## src/rtl/lsu_pkg.sv

```systemverilog
// Shared types, access encodings and request-checking helpers for the load/store unit.
package lsu_pkg;

  typedef enum logic [1:0] {
    IDLE   = 2'd0,
    ACCESS = 2'd1,
    DONE   = 2'd2,
    FAULT  = 2'd3
  } state_t;

  localparam logic [2:0] F3_B  = 3'b000;
  localparam logic [2:0] F3_H  = 3'b001;
  localparam logic [2:0] F3_W  = 3'b010;
  localparam logic [2:0] F3_BU = 3'b100;
  localparam logic [2:0] F3_HU = 3'b101;

  localparam logic [1:0] FC_NONE     = 2'b00;
  localparam logic [1:0] FC_MISALIGN = 2'b01;
  localparam logic [1:0] FC_TIMEOUT  = 2'b10;
  localparam logic [1:0] FC_ILLEGAL  = 2'b11;

  localparam logic [7:0] TIMEOUT = 8'd255;

  function automatic logic legal_funct3(input logic is_store, input logic [2:0] f3);
    if (is_store) return (f3 == F3_B) || (f3 == F3_H) || (f3 == F3_W);
    return (f3 == F3_B) || (f3 == F3_H) || (f3 == F3_W) || (f3 == F3_BU) || (f3 == F3_HU);
  endfunction

  function automatic logic misaligned(input logic [2:0] f3, input logic [1:0] addr_lo);
    case (f3)
      F3_H, F3_HU: return addr_lo[0];
      F3_W:        return addr_lo != 2'b00;
      default:     return 1'b0;
    endcase
  endfunction

endpackage

```

## src/rtl/lsu_align.sv

```systemverilog
// Byte-lane steering: load extraction/extension and store replication/strobes.
module lsu_align
  import lsu_pkg::*;
(
  input  logic [2:0]  funct3,
  input  logic [1:0]  addr_lo,
  input  logic [31:0] wdata,
  input  logic [31:0] mem_rdata,
  output logic [31:0] load_data,
  output logic [31:0] store_data,
  output logic [3:0]  store_strb
);

  logic [7:0]  lane_b;
  logic [15:0] lane_h;

  // NOTE: every combinational output gets a default first so no path can infer a latch.
  always_comb begin
    lane_b    = mem_rdata[{addr_lo, 3'b000} +: 8];
    lane_h    = addr_lo[1] ? mem_rdata[31:16] : mem_rdata[15:0];
    load_data = mem_rdata;
    case (funct3)
      F3_B:    load_data = {{24{lane_b[7]}}, lane_b};
      F3_BU:   load_data = {24'd0, lane_b};
      F3_H:    load_data = {{16{lane_h[15]}}, lane_h};
      F3_HU:   load_data = {16'd0, lane_h};
      default: load_data = mem_rdata;
    endcase
  end

  always_comb begin
    store_data = wdata;
    store_strb = 4'b1111;
    case (funct3)
      F3_B: begin
        store_data = {4{wdata[7:0]}};
        store_strb = 4'b0001 << addr_lo;
      end
      F3_H: begin
        store_data = {2{wdata[15:0]}};
        store_strb = addr_lo[1] ? 4'b1100 : 4'b0011;
      end
      default: begin
        store_data = wdata;
        store_strb = 4'b1111;
      end
    endcase
  end

endmodule

```

## src/rtl/load_store_unit.sv

```systemverilog
// Single-access load/store unit: checks a request, runs one memory handshake with timeout,
// and reports completion or fault with a one-cycle pulse.
module load_store_unit
  import lsu_pkg::*;
(
  input  logic        clock,
  input  logic        reset,
  input  logic        start_read,
  input  logic        start_write,
  input  logic [2:0]  funct3,
  input  logic [31:0] addr,
  input  logic [31:0] wdata,
  output logic [31:0] rdata,
  output logic        done,
  output logic        busy,
  output logic        fault,
  output logic [1:0]  fault_code,
  output logic        mem_req,
  output logic        mem_we,
  output logic [31:0] mem_addr,
  output logic [31:0] mem_wdata,
  output logic [3:0]  mem_wstrb,
  input  logic [31:0] mem_rdata,
  input  logic        mem_ack
);

  state_t      state, state_next;
  logic [31:0] addr_q, wdata_q, rdata_q;
  logic [2:0]  funct3_q;
  logic        we_q;
  logic [7:0]  wait_cnt;
  logic [1:0]  code_q;

  logic        start_any, start_one, req_illegal, req_misaligned, wait_expired;
  logic [31:0] load_data, store_data;
  logic [3:0]  store_strb;

  assign start_any      = start_read | start_write;
  assign start_one      = start_read ^ start_write;
  assign req_illegal    = (start_read & start_write) | ~legal_funct3(start_write, funct3);
  assign req_misaligned = misaligned(funct3, addr[1:0]);
  // The counter's last increment would land on TIMEOUT; an ack that same cycle still wins.
  assign wait_expired   = (wait_cnt == TIMEOUT - 8'd1);

  lsu_align u_align (
    .funct3     (funct3_q),
    .addr_lo    (addr_q[1:0]),
    .wdata      (wdata_q),
    .mem_rdata  (mem_rdata),
    .load_data  (load_data),
    .store_data (store_data),
    .store_strb (store_strb)
  );

  // NOTE: sequential state uses non-blocking assignments so all registers update together.
  always_ff @(posedge clock or negedge reset) begin
    if (!reset) state <= IDLE;
    else        state <= state_next;
  end

  always_comb begin
    state_next = state;
    case (state)
      IDLE: begin
        if (start_any) begin
          if (req_illegal || req_misaligned) state_next = FAULT;
          else                               state_next = ACCESS;
        end
      end
      ACCESS: begin
        if (mem_ack)           state_next = DONE;
        else if (wait_expired) state_next = FAULT;
      end
      DONE:    state_next = IDLE;
      FAULT:   state_next = IDLE;
      default: state_next = IDLE;
    endcase
  end

  always_ff @(posedge clock or negedge reset) begin
    if (!reset) begin
      addr_q   <= '0;
      wdata_q  <= '0;
      funct3_q <= '0;
      we_q     <= 1'b0;
      wait_cnt <= '0;
      code_q   <= FC_NONE;
      rdata_q  <= '0;
    end else begin
      case (state)
        IDLE: begin
          if (start_one) begin
            addr_q   <= addr;
            wdata_q  <= wdata;
            funct3_q <= funct3;
            we_q     <= start_write;
          end
          if (start_any) begin
            wait_cnt <= '0;
            code_q   <= req_illegal ? FC_ILLEGAL : (req_misaligned ? FC_MISALIGN : FC_NONE);
          end
        end
        ACCESS: begin
          if (mem_ack) begin
            if (!we_q) rdata_q <= load_data;
          end else begin
            wait_cnt <= wait_cnt + 8'd1;
            if (wait_expired) code_q <= FC_TIMEOUT;
          end
        end
        default: ;
      endcase
    end
  end

  always_comb begin
    busy       = 1'b0;
    done       = 1'b0;
    fault      = 1'b0;
    fault_code = FC_NONE;
    mem_req    = 1'b0;
    mem_we     = 1'b0;
    mem_addr   = '0;
    mem_wdata  = '0;
    mem_wstrb  = '0;
    case (state)
      ACCESS: begin
        busy      = 1'b1;
        mem_req   = 1'b1;
        mem_we    = we_q;
        mem_addr  = {addr_q[31:2], 2'b00};
        mem_wdata = we_q ? store_data : 32'd0;
        mem_wstrb = we_q ? store_strb : 4'b0000;
      end
      DONE: begin
        busy = 1'b1;
        done = 1'b1;
      end
      FAULT: begin
        busy       = 1'b1;
        fault      = 1'b1;
        fault_code = code_q;
      end
      default: ;
    endcase
  end

  assign rdata = rdata_q;

endmodule

```

## config.mk

```make
export PLATFORM = sky130hd
export DESIGN_NAME = load_store_unit
export DESIGN_NICKNAME = d
export VERILOG_FILES = /design/src/rtl/lsu_pkg.sv /design/src/rtl/lsu_align.sv /design/src/rtl/load_store_unit.sv
export SDC_FILE = /design/constraint.sdc
export NUM_CORES = 1
export LEC_CHECK = 0
export ABC_CLOCK_PERIOD_IN_PS = 2100
export CAP_MARGIN = 25
export CORE_UTILIZATION = 45
export DETAILED_ROUTE_END_ITERATION = 7
export PLACE_DENSITY = 0.81
export SLEW_MARGIN = 20
export SYNTH_ARGS = -nofsm -noshare
export SYNTH_HDL_FRONTEND = slang
export SYNTH_SLANG_ARGS = --single-unit
```

## constraint.sdc

```tcl
create_clock -name clock -period 2.1 [get_ports clock]
set_clock_uncertainty 0.2 [all_clocks]
set_input_delay 0.21 -clock clock [delete_from_list [all_inputs] [get_ports clock]]
set_output_delay 0.21 -clock clock [all_outputs]
set_load 0.05 [all_outputs]
```

Word level (Yosys, flattened, before mapping)
Index checks and enable logic that the tools add are counted.
{ "totals": {"register_bits": 112, "inputBits": 104, "output_inout_bits": 107, "wordCells": 84} }
{ "classes": {"addsub": 1, "eq_ne": 15, "shift": 2, "muxes": 34, "bitwise_logic": 6, "reduce_logical": 18} }
{ "ops": {"columns": ["cell", "count"], "rows": [
  ["$pmux 32 s4", 1],
  ["$mux 32", 3],
  ["$pmux 32 s2", 1],
  ["$shiftx 32x6->8", 1],
  ["$mux 2", 9],
  ["$mux 16", 1],
  ["$mux 8", 2],
  ["$pmux 8 s2", 1],
  ["$eq 3x3->1 const B", 4],
  ["$mux 4", 3],
  ["$mux 1", 9],
  ["$add 8x1->8 const B", 1],
  ["$eq 8x8->1 const B", 1],
  ["$pmux 4 s2", 1],
  ["$eq 3x1->1 const B", 2],
  ["$logic_not 3->1", 2],
  ["$ne 2x2->1 const B", 3],
  ["$pmux 2 s3", 1],
  ["$reduce_and 3->1", 2],
  ["$logic_or 1x1->1", 5],
  ["$eq 2x2->1 const B", 2],
  ["$pmux 2 s2", 1],
  ["$reduce_and 2->1", 2],
  ["$reduce_and 4->1", 1],
  ["other kinds (13)", 17]
]} }

Longest topological paths before layout
Gate-level depths: netlist (run 1).
{ "depth": {"depth_word": 12, "ltp_mapped": 8, "ltp_nobuf": 6} }

Hierarchy
From an unflattened synthesis (run 1), not the netlist that was laid out.
{ "unflattened": {"cells_unflattened": 549, "hier_area_um2": 6216.0} }
{ "modules_own_cells": {"columns": ["mod", "n_inst", "cells_each", "area_each_um2", "seq_area_each_um2"], "rows": [
  ["load_store_unit", 1, 379, 5153.7, 2802.7],
  ["lsu_align", 1, 170, 1062.3, 0.0]
]} }

Worst setup path after synthesis (run 1)
OpenSTA, ideal clock, no wires.
{ "synth_timing": {"kind": "flip-flop to output port", "from": "reg funct3_q[1]", "to": "out mem_wdata[25]", "t_arrival_ps": 2252, "required_time_ps": 1690, "setup_slack_ps": -562, "stages_incl_launch_ff": 6, "n_path_buf": 3, "cell_sequence": "dfrtp_1 clkbuf_1 nor2_1 buf_2 buf_1 a211oi_1"} }
{ "synth_between": {"elab_chain_len": 4, "elab_cells_between_ends": 5, "cone_classes": "eq/ne (1); mux (3); reduce/logical (1)"} }
{ "synth_rtl": {"columns": ["item", "line", "text"], "rows": [
  ["start, declared", "load_store_unit.sv:29", "logic [2:0] funct3_q;"],
  ["start signal, assigned", "load_store_unit.sv:95", "funct3_q <= funct3;"],
  ["$eq 3x1->1 / $logic_not 3->1 (equally long branches)", "lsu_align.sv:34", "case (funct3)"],
  ["$pmux 32 s2 *", "lsu_align.sv:34", null],
  ["$mux 32 *", "load_store_unit.sv:132", "mem_wdata = we_q ? store_data : 32'd0;"],
  ["$mux 32 *", "load_store_unit.sv:126", "case (state)"],
  ["end, declared", "load_store_unit.sv:21", "output logic [31:0] mem_wdata,"]
]} }
Mark *: on every way between the ends. The rest lies on a longest branch, timed or not.

Final worst setup path (run 1)
{ "layout_timing": {"from": "reg state[1]", "to": "out mem_wdata[24]"} }
{ "layout_between": {"elab_chain_len": 2} }
{ "layout_rtl": {"columns": ["item", "line", "text"], "rows": [
  ["start, declared", "load_store_unit.sv:27", "state_t state, state_next;"],
  ["start signal, assigned", "load_store_unit.sv:58", "else state <= state_next;"],
  ["$eq 2x1->1", "load_store_unit.sv:126", null],
  ["$mux 32", "load_store_unit.sv:126", null]
]} }
No other way between the ends.

==> flow_metrics.tcl, run 1 <==
set metrics [dict create \
    final.setup.tns_ns -0.882 \
    maxSlewViolCount 0 \
    grt_pass1_wl_um 29500 \
    antenna_found_initial 0 \
    period_needed_ns 2.18 \
    path_class "flop to output port" \
    ios 211 \
    grtUsageTotal 0.294 \
    setup_slack_ns -0.0771 \
    first_pass_iters 5 \
    critPathCaptureType "output port" \
    rsz0062_at_grt "yes" \
    grt_max_degree 113 \
    p_sw_mw 8.16 \
    hpwl_um 12900 \
    grt_use_met2 0.492 \
    cellPowerDensity_nw_per_um2 1750 \
    synth_area_sq_um 5730 \
    core_area_sq_um 12200 \
    yosysTopAreaCellShare 0.489 \
    comb_power_share 0.669 \
    hold_viol 0 \
    pwr-share-clk 0.100 \
    layout-drive-gt1-share 0.415 \
    row_count 40 \
    period_share 1.04 \
    place_ws_ns -0.131 \
    antenna_cells 0 \
    cts_sinks 112 \
    synthArstFlopShare 1.00 \
    area_delta_synth_final_pct 77.2 \
    num_vias 5359 \
    hold_path_class "primary input to flop" \
    netlist_instances 552 \
    clk_path_buf_depth 2 \
    p_seq_frac 0.231 \
    intPower_mw 9.67 \
    top_usage_layer "met2" \
    ys_seq_area_frac 0.489 \
    first_iter_violations 487 \
    swShare 0.458 \
    synth_seq_cells 112 \
    die_h_um 115 \
    htree_levels 3 \
    synth_area_per_cell_sq_um 10.4 \
    grt_util_met3 0.0817 \
    cp.required_ns 1.69 \
    wl_per_cell_um 20.7 \
    synth_flop_cell "dfrtp_1" \
    netlist_top_cells_area "dfrtp_1, mux2_2, a21oi_1" \
    yosysTopAreaCell "dfrtp_1" \
    clockRootBuffer "clkbuf_16" \
    dieArea_sq_um 13200 \
    worstSetupStartpointType "flop" \
    vias_per_cell 5.55 \
    io_buffers 208 \
    cp_max_fo 7 \
    start_util 0.469 \
    drc 0 \
    yosysUniqueCellTypes 48 \
    violations "negative setup slack" \
    insertion_delay_ns 0.35 \
    p_leak_nw 4.22 \
    cts_buffers 9 \
    grtUsageMet1 0.357 \
    clkTransAtPathRegs_ns 0.07 \
    synth_edf_count 0 \
    relSlewSlack 0.596 \
    timing.fmax_mhz 459 \
    fp.dieW_um 115 \
    nets 901 \
    routed_wl_um 20000 \
    synth.most_common_cell "dfrtp_1" \
    ant_nets 0 \
    grt.overflow.total 0 \
    ys.warnings.count 0 \
    setup_viol 23 \
    cts_tree "done" \
    grt_pass1_vias 5537 \
    status "finished with violations" \
    worstMarginPinSlew_ns 0.606 \
    gp_congestion 0.895 \
    ir_worst_vdd_v 0.00101 \
    arrival_ns 1.77 \
    cap_violations 0 \
    ys_top_cells_by_count "dfrtp_1, mux2_2, a21oi_1" \
]
-- power groups by stage --
stage                     Combinational (mW)  Clock, mW  Sequential [mW]
after floorplan                         5.17          0             4.81
after global placement                  9.77          0             3.91
after detailed placement                10.0          0             4.00
after CTS                               11.1       1.80             4.01
after global routing                    12.4       1.89             4.23
final                                   11.9       1.78             4.12
-- registers in the layout, summed over array words and instances, names as in the netlist --
name      count
addr_q       32
rdata        32
wdata_q      32
wait_cnt      8
funct3_q      3
code_q        2
state         2
we_q          1
-- timing repair --
action                     CTS  global route
hold buffers                 1             0
setup endpoints to repair   66            67
resized for setup           55            63
pin swaps                   11            14
setup buffers               18             4
hold endpoints to repair   112             0
cloned                       4             4
-- path summary, 6_finish.rpt --
check / from / to / slack (ns) / cells after the start
setup / recovery: state[1] / mem_wdata[24] / -0.08 / 5
hold / removal: mem_rdata[5] / rdata[5] / 0.19 / 3
setup reg to reg: state[1] / addr_q[14] / 0.10 / 5
hold reg to reg: addr_q[3] / addr_q[3] / 0.31 / 1
max in group asynchronous: reset / addr_q[0] / 0.93 / 3
min in group asynchronous: reset / wdata_q[20] / 0.28 / 3
-- stage by stage --
step	util	cell area, sq um	total power [mW]	std cells	hold WS, ns
floorplan	-	5950	9.98	553	-0.286
global placement	0.740	9030	13.7	919	0.135
detailed placement	0.740	9030	14.0	919	0.144
CTS	0.805	9830	16.9	958	0.191
global route	0.832	10200	18.5	966	0.208
finish	0.832	10200	17.8	966	0.195
-- logic make-up after synthesis --
group                      count (synthesis)  share of synthesized area
adders and majority gates                  4                    0.00873
DFF                                      112                      0.489
muxes                                     85                      0.165
AOI/OAI and AO/OA                        127                      0.146
buffers and inverters                     61                     0.0491
xor gates and xnor gates                   4                    0.00611
other                                      1                   0.000654
and+or+nand+nor                          158                      0.136
-- final cells by class --
cell class / instances / area (sq um)
sequential: 112 / 2810
tap: 168 / 210
inverter: 19 / 72.6
fill: 674 / 2050
clock buffer: 14 / 264
timing repair buffer: 271 / 3560
clock inverter: 2 / 37.5
multi-input combinational: 380 / 3210
-- routing by layer --
| metal | wire length (um) | up-vias |
|---|---|---|
| met3 | 1610 | 52 |
| li1 | - | 2403 |
| met5 | 0 | - |
| met4 | 674 | 0 |
| met2 | 10200 | 280 |
| met1 | 7540 | 2624 |
-- worst max-delay path: stages, from the launching register on --
cell and delay, ns:
dfrtp_1 0.39, and2b_4 0.30, nand2_4 0.08, buf_12 0.17, a211oi_4 0.29, buf_12 0.18
-- cells in the final DEF, fill, tap and decap left out, types with 7 or more instances in the layout --
cell type	count
a21oi_4	20
mux2i_1	16
o21ai_2	16
buf_6	11
a22o_1	8
o21ai_0	11
and3_4	8
a211oi_4	8
buf_12	81
nor2_2	7
nand2_1	44
a22oi_1	8
o211ai_1	7
clkdlybuf4s50_1	134
dfrtp_1	109
mux2_2	68
a32oi_1	7
a21oi_1	30
buf_4	37
nor2_1	35
and2_4	30
inv_1	17
clkbuf_16	11
Note: power is estimated with default switching activity, not from simulation.
==> inputs of run 2 (changes only) <==
CORE_MARGIN = 2   (was default)
==> flow_metrics.tcl, run 2 (synthesis gave the netlist of run 1 again) <==
set metrics [dict create \
    cp.buffers_inverters 2 \
    hpwl_um 13300 \
    setup_slack_ns -0.0670 \
    setup_viol 19 \
    final_cells 949 \
    maxSlewViolCount 0 \
    htree_levels 3 \
    grtUsageTotal 0.268 \
    cp.required_ns 1.69 \
    period_needed_ns 2.17 \
    critPathCaptureType "output port" \
    gp_congestion 0.906 \
    critical_path.max_stage_delay_ns 0.42 \
    cts_buffers 9 \
    dieArea_sq_um 13700 \
    clockRootBuffer "clkbuf_16" \
    num_vias 5206 \
    start_util 0.458 \
    nets 882 \
    vias_per_cell 5.49 \
    wl_per_cell_um 20.4 \
    routed_wl_um 19300 \
    worstMarginPinSlew_ns 0.512 \
    ios 211 \
    relSlewSlack 0.657 \
    cpLargestDelayFamily "flip-flops" \
    reg2reg_to "addr_q[23]" \
    cellPowerDensity_nw_per_um2 1720 \
    p_leak_nw 4.06 \
    cts_sinks 112 \
    grt_pass1_vias 5321 \
    arrival_ns 1.76 \
    grt.overflow.total 0 \
    first_iter_violations 543 \
    timing.fmax_mhz 461 \
    status "finished with violations" \
    total_power_mw 17.0 \
    r2r_slack_ns 0.06 \
    cp_max_fo 16 \
    clk_path_buf_depth 2 \
    layout-drive-gt1-share 0.387 \
    ant_nets 0 \
    clkTransAtPathRegs_ns 0.07 \
    fp.dieW_um 117 \
    placed_cells 922 \
    crit_chain "or2_4 -> buf_4 -> o21ai_1 -> a21oi_4 -> buf_12" \
    grt_max_degree 53 \
    ir_worst_vdd_v 0.00110 \
    worstSetupStartpointType "flop" \
    area_delta_synth_final_pct 71.9 \
    cts_tree "done" \
    core_area_sq_um 12500 \
    r2r_start "state[1]" \
    hold_viol 0 \
    final_cell_mix "clkdlybuf4s50_1, dfrtp_1, buf_12" \
    antenna_found_initial 2 \
    rsz0062_at_grt "yes" \
    antenna_cells 0 \
    violations "negative setup slack" \
    die_h_um 117 \
    period_share 1.03 \
    drc 0 \
    io_buffers 208 \
    final_core_util 0.787 \
    row_count 41 \
    place_ws_ns -0.172 \
    cap_violations 0 \
    insertion_delay_ns 0.36 \
    hold_ws_ns 0.150 \
    r2r_cells 5 \
    grt_pass1_wl_um 27700 \
    first_pass_iters 5 \
    final_common_cell "clkdlybuf4s50_1" \
    path_class "flop to output port" \
    hold_path_class "primary input to async pin" \
    cp_slowest_cell "dfrtp_1" \
]
[run 2: changes by cell type in the layout (fill, tap and decap cells not counted), sizes merged]
cell / previous run / this run
clkinv: 1 / 0
clkbuf: 16 / 15
bufbuf: 2 / 0
buf: 132 / 115
[run 2: metrics by stage]
| stage | cell area, sq um | TNS [ns] |
|---|---|---|
| 6_report | 9850 | -0.566 |
| 5_1_grt | 9850 | -2.09 |
| 4_1_cts | 9500 | -0.914 |
| 3_5_place_dp | 9050 | -8.23 |
| 3_3_place_gp | 9050 | -5.04 |
| 2_1_floorplan | 5950 | -0.535 |
[run 2: area by class of cell]
type                            instances  area, sq um
Timing Repair Buffer                  252         3310
Fill cell                             763         2660
Tap cell                              172          215
Clock buffer                           13          240
Inverter                               19         75.1
Multi-Input combinational cell        380         3180
Clock inverter                          1         30.0
Sequential cell                       112         2810
[run 2: power breakdown]
part / internal (mW) / switching (mW) / leakage, nW / total [mW]
Clock: 0.917 / 0.770 / 0.130 / 1.69
Sequential: 3.22 / 0.855 / 1.33 / 4.08
Combinational: 4.95 / 6.24 / 2.60 / 11.2
Total: 9.09 / 7.86 / 4.06 / 17.0
[run 2: what timing repair did]
action,in CTS,in global routing
setup endpoints to repair,68,55
gates cloned,1,2
resized for setup,23,81
pin swaps,5,15
buffers inserted,8,1
hold endpoints to repair,60,0
hold buffers,1,0
[run 2: worst max-delay path by stage]
stage,start,endpoint,slack [ns],depth (start not counted)
5_1_grt,funct3_q[2],mem_wdata[9],-0.11,5
3_5_place_dp,start_read,code_q[1],-0.17,7
4_1_cts,funct3_q[1],mem_wdata[12],-0.07,6
6_report,funct3_q[2],mem_wdata[9],-0.07,5
2_1_floorplan,state[0],mem_we,-0.09,5
3_3_place_gp,start_read,addr_q[24],-0.08,7
[run 2: metal layers]
| metal | GRT usage | vias to the layer above | part of all wire |
|---|---|---|---|
| met5 | 0 | - | 0.00057 |
| met4 | 0.0925 | 2 | 0.023 |
| met3 | 0.0829 | 42 | 0.080 |
| met2 | 0.456 | 245 | 0.52 |
| met1 | 0.324 | 2552 | 0.38 |
| li1 | - | 2365 | - |
==> inputs of run 3 (changes only) <==
CORE_ASPECT_RATIO = 2   (was default)
GPL_TIMING_DRIVEN = 0   (was default)
==> flow_metrics.tcl, run 3 (synthesis gave the netlist of run 1 again) <==
set metrics [dict create \
    cts_sinks 112 \
    worstSetupStartpointType "flop" \
    final_common_cell "clkdlybuf4s50_1" \
    layout-drive-gt1-share 0.349 \
    antenna_cells 0 \
    first_pass_iters 6 \
    final_cell_mix "clkdlybuf4s50_1, dfrtp_1, mux2_2" \
    grt.overflow.total 0 \
    start_util 0.459 \
    hold_viol 0 \
    clkTransAtPathRegs_ns 0.08 \
    ant_nets 0 \
    first_iter_violations 340 \
    cp.required_ns 1.69 \
    vias_per_cell 5.56 \
    ios 211 \
    maxSlewViolCount 0 \
    cp_max_fo 6 \
    antenna_found_initial 0 \
    htree_levels 3 \
    critPathCaptureType "output port" \
    drc 0 \
    p_leak_nw 3.87 \
    final_cells 941 \
    clk_path_buf_depth 2 \
    grtUsageTotal 0.267 \
    reg2reg_to "wdata_q[17]" \
    path_class "flop to output port" \
    place_ws_ns -0.819 \
    setup_viol 27 \
    row_count 58 \
    ir_worst_vdd_v 0.00106 \
    worstMarginPinSlew_ns 0.547 \
    period_share 1.05 \
    io_buffers 208 \
    r2r_cells 5 \
    num_vias 5230 \
    final.setup.tns_ns -1.48 \
    cap_violations 0 \
    wl_per_cell_um 20.0 \
    r2r_start "state[0]" \
    relSlewSlack 0.635 \
    timing.fmax_mhz 454 \
    routed_wl_um 18800 \
    arrival_ns 1.79 \
    violations "negative setup slack" \
    die_h_um 164 \
    clockRootBuffer "clkbuf_16" \
    cts_buffers 9 \
    area_delta_synth_final_pct 56.8 \
    nets 894 \
    core_area_sq_um 12500 \
    r2r_slack_ns 0.07 \
    cellPowerDensity_nw_per_um2 1720 \
    rsz0062_at_grt "yes" \
    hpwl_um 14200 \
    grt_pass1_wl_um 28600 \
    cts_tree "done" \
    status "finished with violations" \
    place_area_sq_um 8250 \
    hold_path_class "primary input to async pin" \
    fin_area_sq_um 8990 \
    setup_slack_ns -0.101 \
    placed_cells 912 \
    period_needed_ns 2.20 \
    grt_pass1_vias 5586 \
    fp.dieW_um 83.8 \
    dieArea_sq_um 13700 \
    insertion_delay_ns 0.34 \
    gp_congestion 0.948 \
    grt_max_degree 59 \
]
==> run 3: changes by cell type in the layout (fill, tap and decap cells not counted), sizes merged <==
cell           delta
clkbuf           +32
clkdlybuf4s15     +2
buf              -25
inv               +1
clkinv            +4
==> run 3: critical path, stage by stage (launching register included) <==
cell and delay (ns):
dfrtp_1 0.39, and2b_4 0.31, nand2_4 0.08, clkbuf_16 0.19, clkbuf_16 0.17, a21oi_4 0.12
buf_6 0.17
==> run 3: final cells by class <==
type,instances,area [sq um]
Clock inverter,6,68.8
Sequential cell,112,2800
Inverter,19,73.8
Timing Repair Buffer,226,2260
Multi-Input combinational cell,380,3020
Fill cell,894,3490
Clock buffer,10,229
Tap cell,150,188
Buffer,38,348
==> run 3: how the worst max path moves through the flow <==
stage | startpoint | end | slack, ns | depth (start not counted)
after floorplan | state[0] | mem_we | -0.09 | 5
after global routing | state[1] | mem_wdata[16] | -0.16 | 6
after CTS | state[1] | mem_wdata[15] | -0.12 | 6
after global placement | reset | wdata_q[16] | -3.64 | 1
final | state[1] | mem_wdata[16] | -0.10 | 6
after detailed placement | state[0] | mem_wdata[15] | -0.82 | 6
==> run 3: metal layers <==
metal | global-route usage | wire, um
met1 | 0.270 | 6280
met2 | 0.516 | 10700
met3 | 0.0485 | 1040
met4 | 0.123 | 768
met5 | 0 | 0
==> run 3: what timing repair did <==
action	in CTS	in global routing
resized for setup	491	82
pin swaps	7	10
gates cloned	2	1
hold buffers	1	0
hold endpoints to repair	54	0
setup buffers	11	2
endpoints found under the setup margin	97	135
==> run 3: through the flow <==
| stage | utilization | power (mW) | hold WS (ns) |
|---|---|---|---|
| after floorplan | - | 9.98 | -0.286 |
| after global placement | 0.659 | 12.6 | 0.282 |
| after detailed placement | 0.661 | 12.8 | 0.00665 |
| after CTS | 0.701 | 15.1 | 0.200 |
| after global routing | 0.720 | 16.2 | 0.208 |
| final | 0.720 | 15.5 | 0.187 |
==> run 3: power breakdown <==
| part | internal (mW) | switching (mW) | leakage [nW] |
|---|---|---|---|
| clock | 0.934 | 0.800 | 0.143 |
| combinational | 3.85 | 5.99 | 2.39 |
| sequential | 3.21 | 0.720 | 1.33 |
==> edit, RTL diff (flow settings as in run 2) <==
The 4 states of `state_t` get a one-hot encoding in 4 bits.
--- a/src/rtl/lsu_pkg.sv
+++ b/src/rtl/lsu_pkg.sv
@@ -2,9 +2,9 @@
 package lsu_pkg;
 
-  typedef enum logic [1:0] {
-    IDLE   = 2'd0,
-    ACCESS = 2'd1,
-    DONE   = 2'd2,
-    FAULT  = 2'd3
+  typedef enum logic [3:0] {
+    IDLE   = 4'b0001,
+    ACCESS = 4'b0010,
+    DONE   = 4'b0100,
+    FAULT  = 4'b1000
   } state_t;
 
Behaviour: no difference found for any inputs over 4 cycles, from zero or initial values and one cycle with reset low; so few cycles prove little.
==> edit against run 2 <==
The flow still finishes with violations (setup timing); total power decreased by 18%; area after synthesis increased by 0.39%; critical path type unchanged; sequential cell count increased by 2; utilization increased by 5.6 points; setup slack got worse by 0.49 ns; routed wire length increased by 13%; global-route usage increased by 5.3 points; cell area increased by 7.5%.
==> edit: results (changes against run 2) <==
global_route:
  global_route.usage.met2_pct: 56.7  # +11 points
  antenna_found_initial: 0  # -2
  largest_net_degree_at_the_start_of_global_routing: 115  # +120%
  first_global_vias: 6096  # +15%
  grt.total_usage_pct: 32.1  # +5.3 points
  grtUsageMet1_pct: 34.5  # +2.1 points
route:
  detailed_route_vias_per_instance: 5.65  # +3.0%
  detailroute.wirelength.met2_um: 11500  # +15%
  routed-wl-met3_um: 1460  # -4.9%
  uppermost_signal_routing_layer_after_detailed_routing: "met4"
  first_pass_detailed_route_iteration_total: 4  # -1
cts:
  htree_num_levels: 4  # +1
  cts_setup_buffers: 11  # +3
run_status:
  outcome: "finished with violations"
  violations_in_the_final_reports: "setup timing"
yosys:
  netlist-cell-type-count: 51  # +6.3%
  synth.cells.most_frequent: "113 x dfrtp_1, 73 x nand2_1, 69 x mux2_2, 47 x a21oi_1, 43 x nor2_1"
  synthXorXnorAreaFrac_pct: 0.152  # -0.46 points
  synth-compound-area-share_pct: 13.0  # -1.6 points
worst_setup_path:
  worst-r2r-cell-count: 8  # +3
  critical_path_arrival_ns: 2.25  # +0.49 ns
final_layout:
  filler_cell_count: 620  # -19%
  layout.non_clock_buffers: 280  # +11%
  clockNetworkAreaShare_pct: 5.66  # +2.9 points
  final_net_count: 940  # +6.6%
  multi_input_area_share_pct: 30.2  # -2.1 points
  layout.nonclk_buf_share_pct: 34.3  # +0.70 points
power_and_ir_drop:
  power.static_leakage_uw: 0.00445  # +9.7%
  combinational_cell_power_consumption_uw: 6940  # -38%
  switching_share_pct: 41.8  # -4.6 points
  ir_worst_vdd_uv: 732  # -33%
  p_per_area_mw_per_mm2: 1310  # -24%
timing:
  layout_setup_ws_ns: -0.559  # -0.492 ns
  finalSetupViolations: 106  # +87
  worst_pin_slew_ns: 0.622  # +0.109 ns
  tns_ns: -36.96  # -36.39 ns
place:
  dp_slack_ns: -0.508  # -0.336 ns
  dp_cells: 965  # +4.7%
min_path:
  min_delay_path_class: "in -> reg"
[edit: cell count changes after synthesis, sizes merged, moves of 4 or more]
cell	change
nand2	+24
buf	-17
clkbuf	+14
o21ai	-10
a22o	-8
o22ai	+8
a32oi	-7
mux2i	-7
o221ai	+7
inv	+6
xnor2	-4
[edit: worst max-delay path by stage]
stage          startpoint       endpoint  cells after the start
3_3_place_gp     state[2]      rdata[20]                      5
5_1_grt          state[2]  mem_wdata[30]                      7
6_report         state[2]  mem_wdata[27]                      7
3_5_place_dp     state[2]      rdata[20]                      5
4_1_cts          state[0]  mem_wdata[27]                      7
2_1_floorplan    state[2]  mem_wdata[10]                      7
[edit: critical path, stage by stage (launching register included)]
cell	delay (ns)
dfrtp_1	0.39
or4b_4	0.58
clkinv_4	0.08
buf_12	0.11
nand2_8	0.08
buf_12	0.17
a211oi_4	0.23
buf_12	0.18
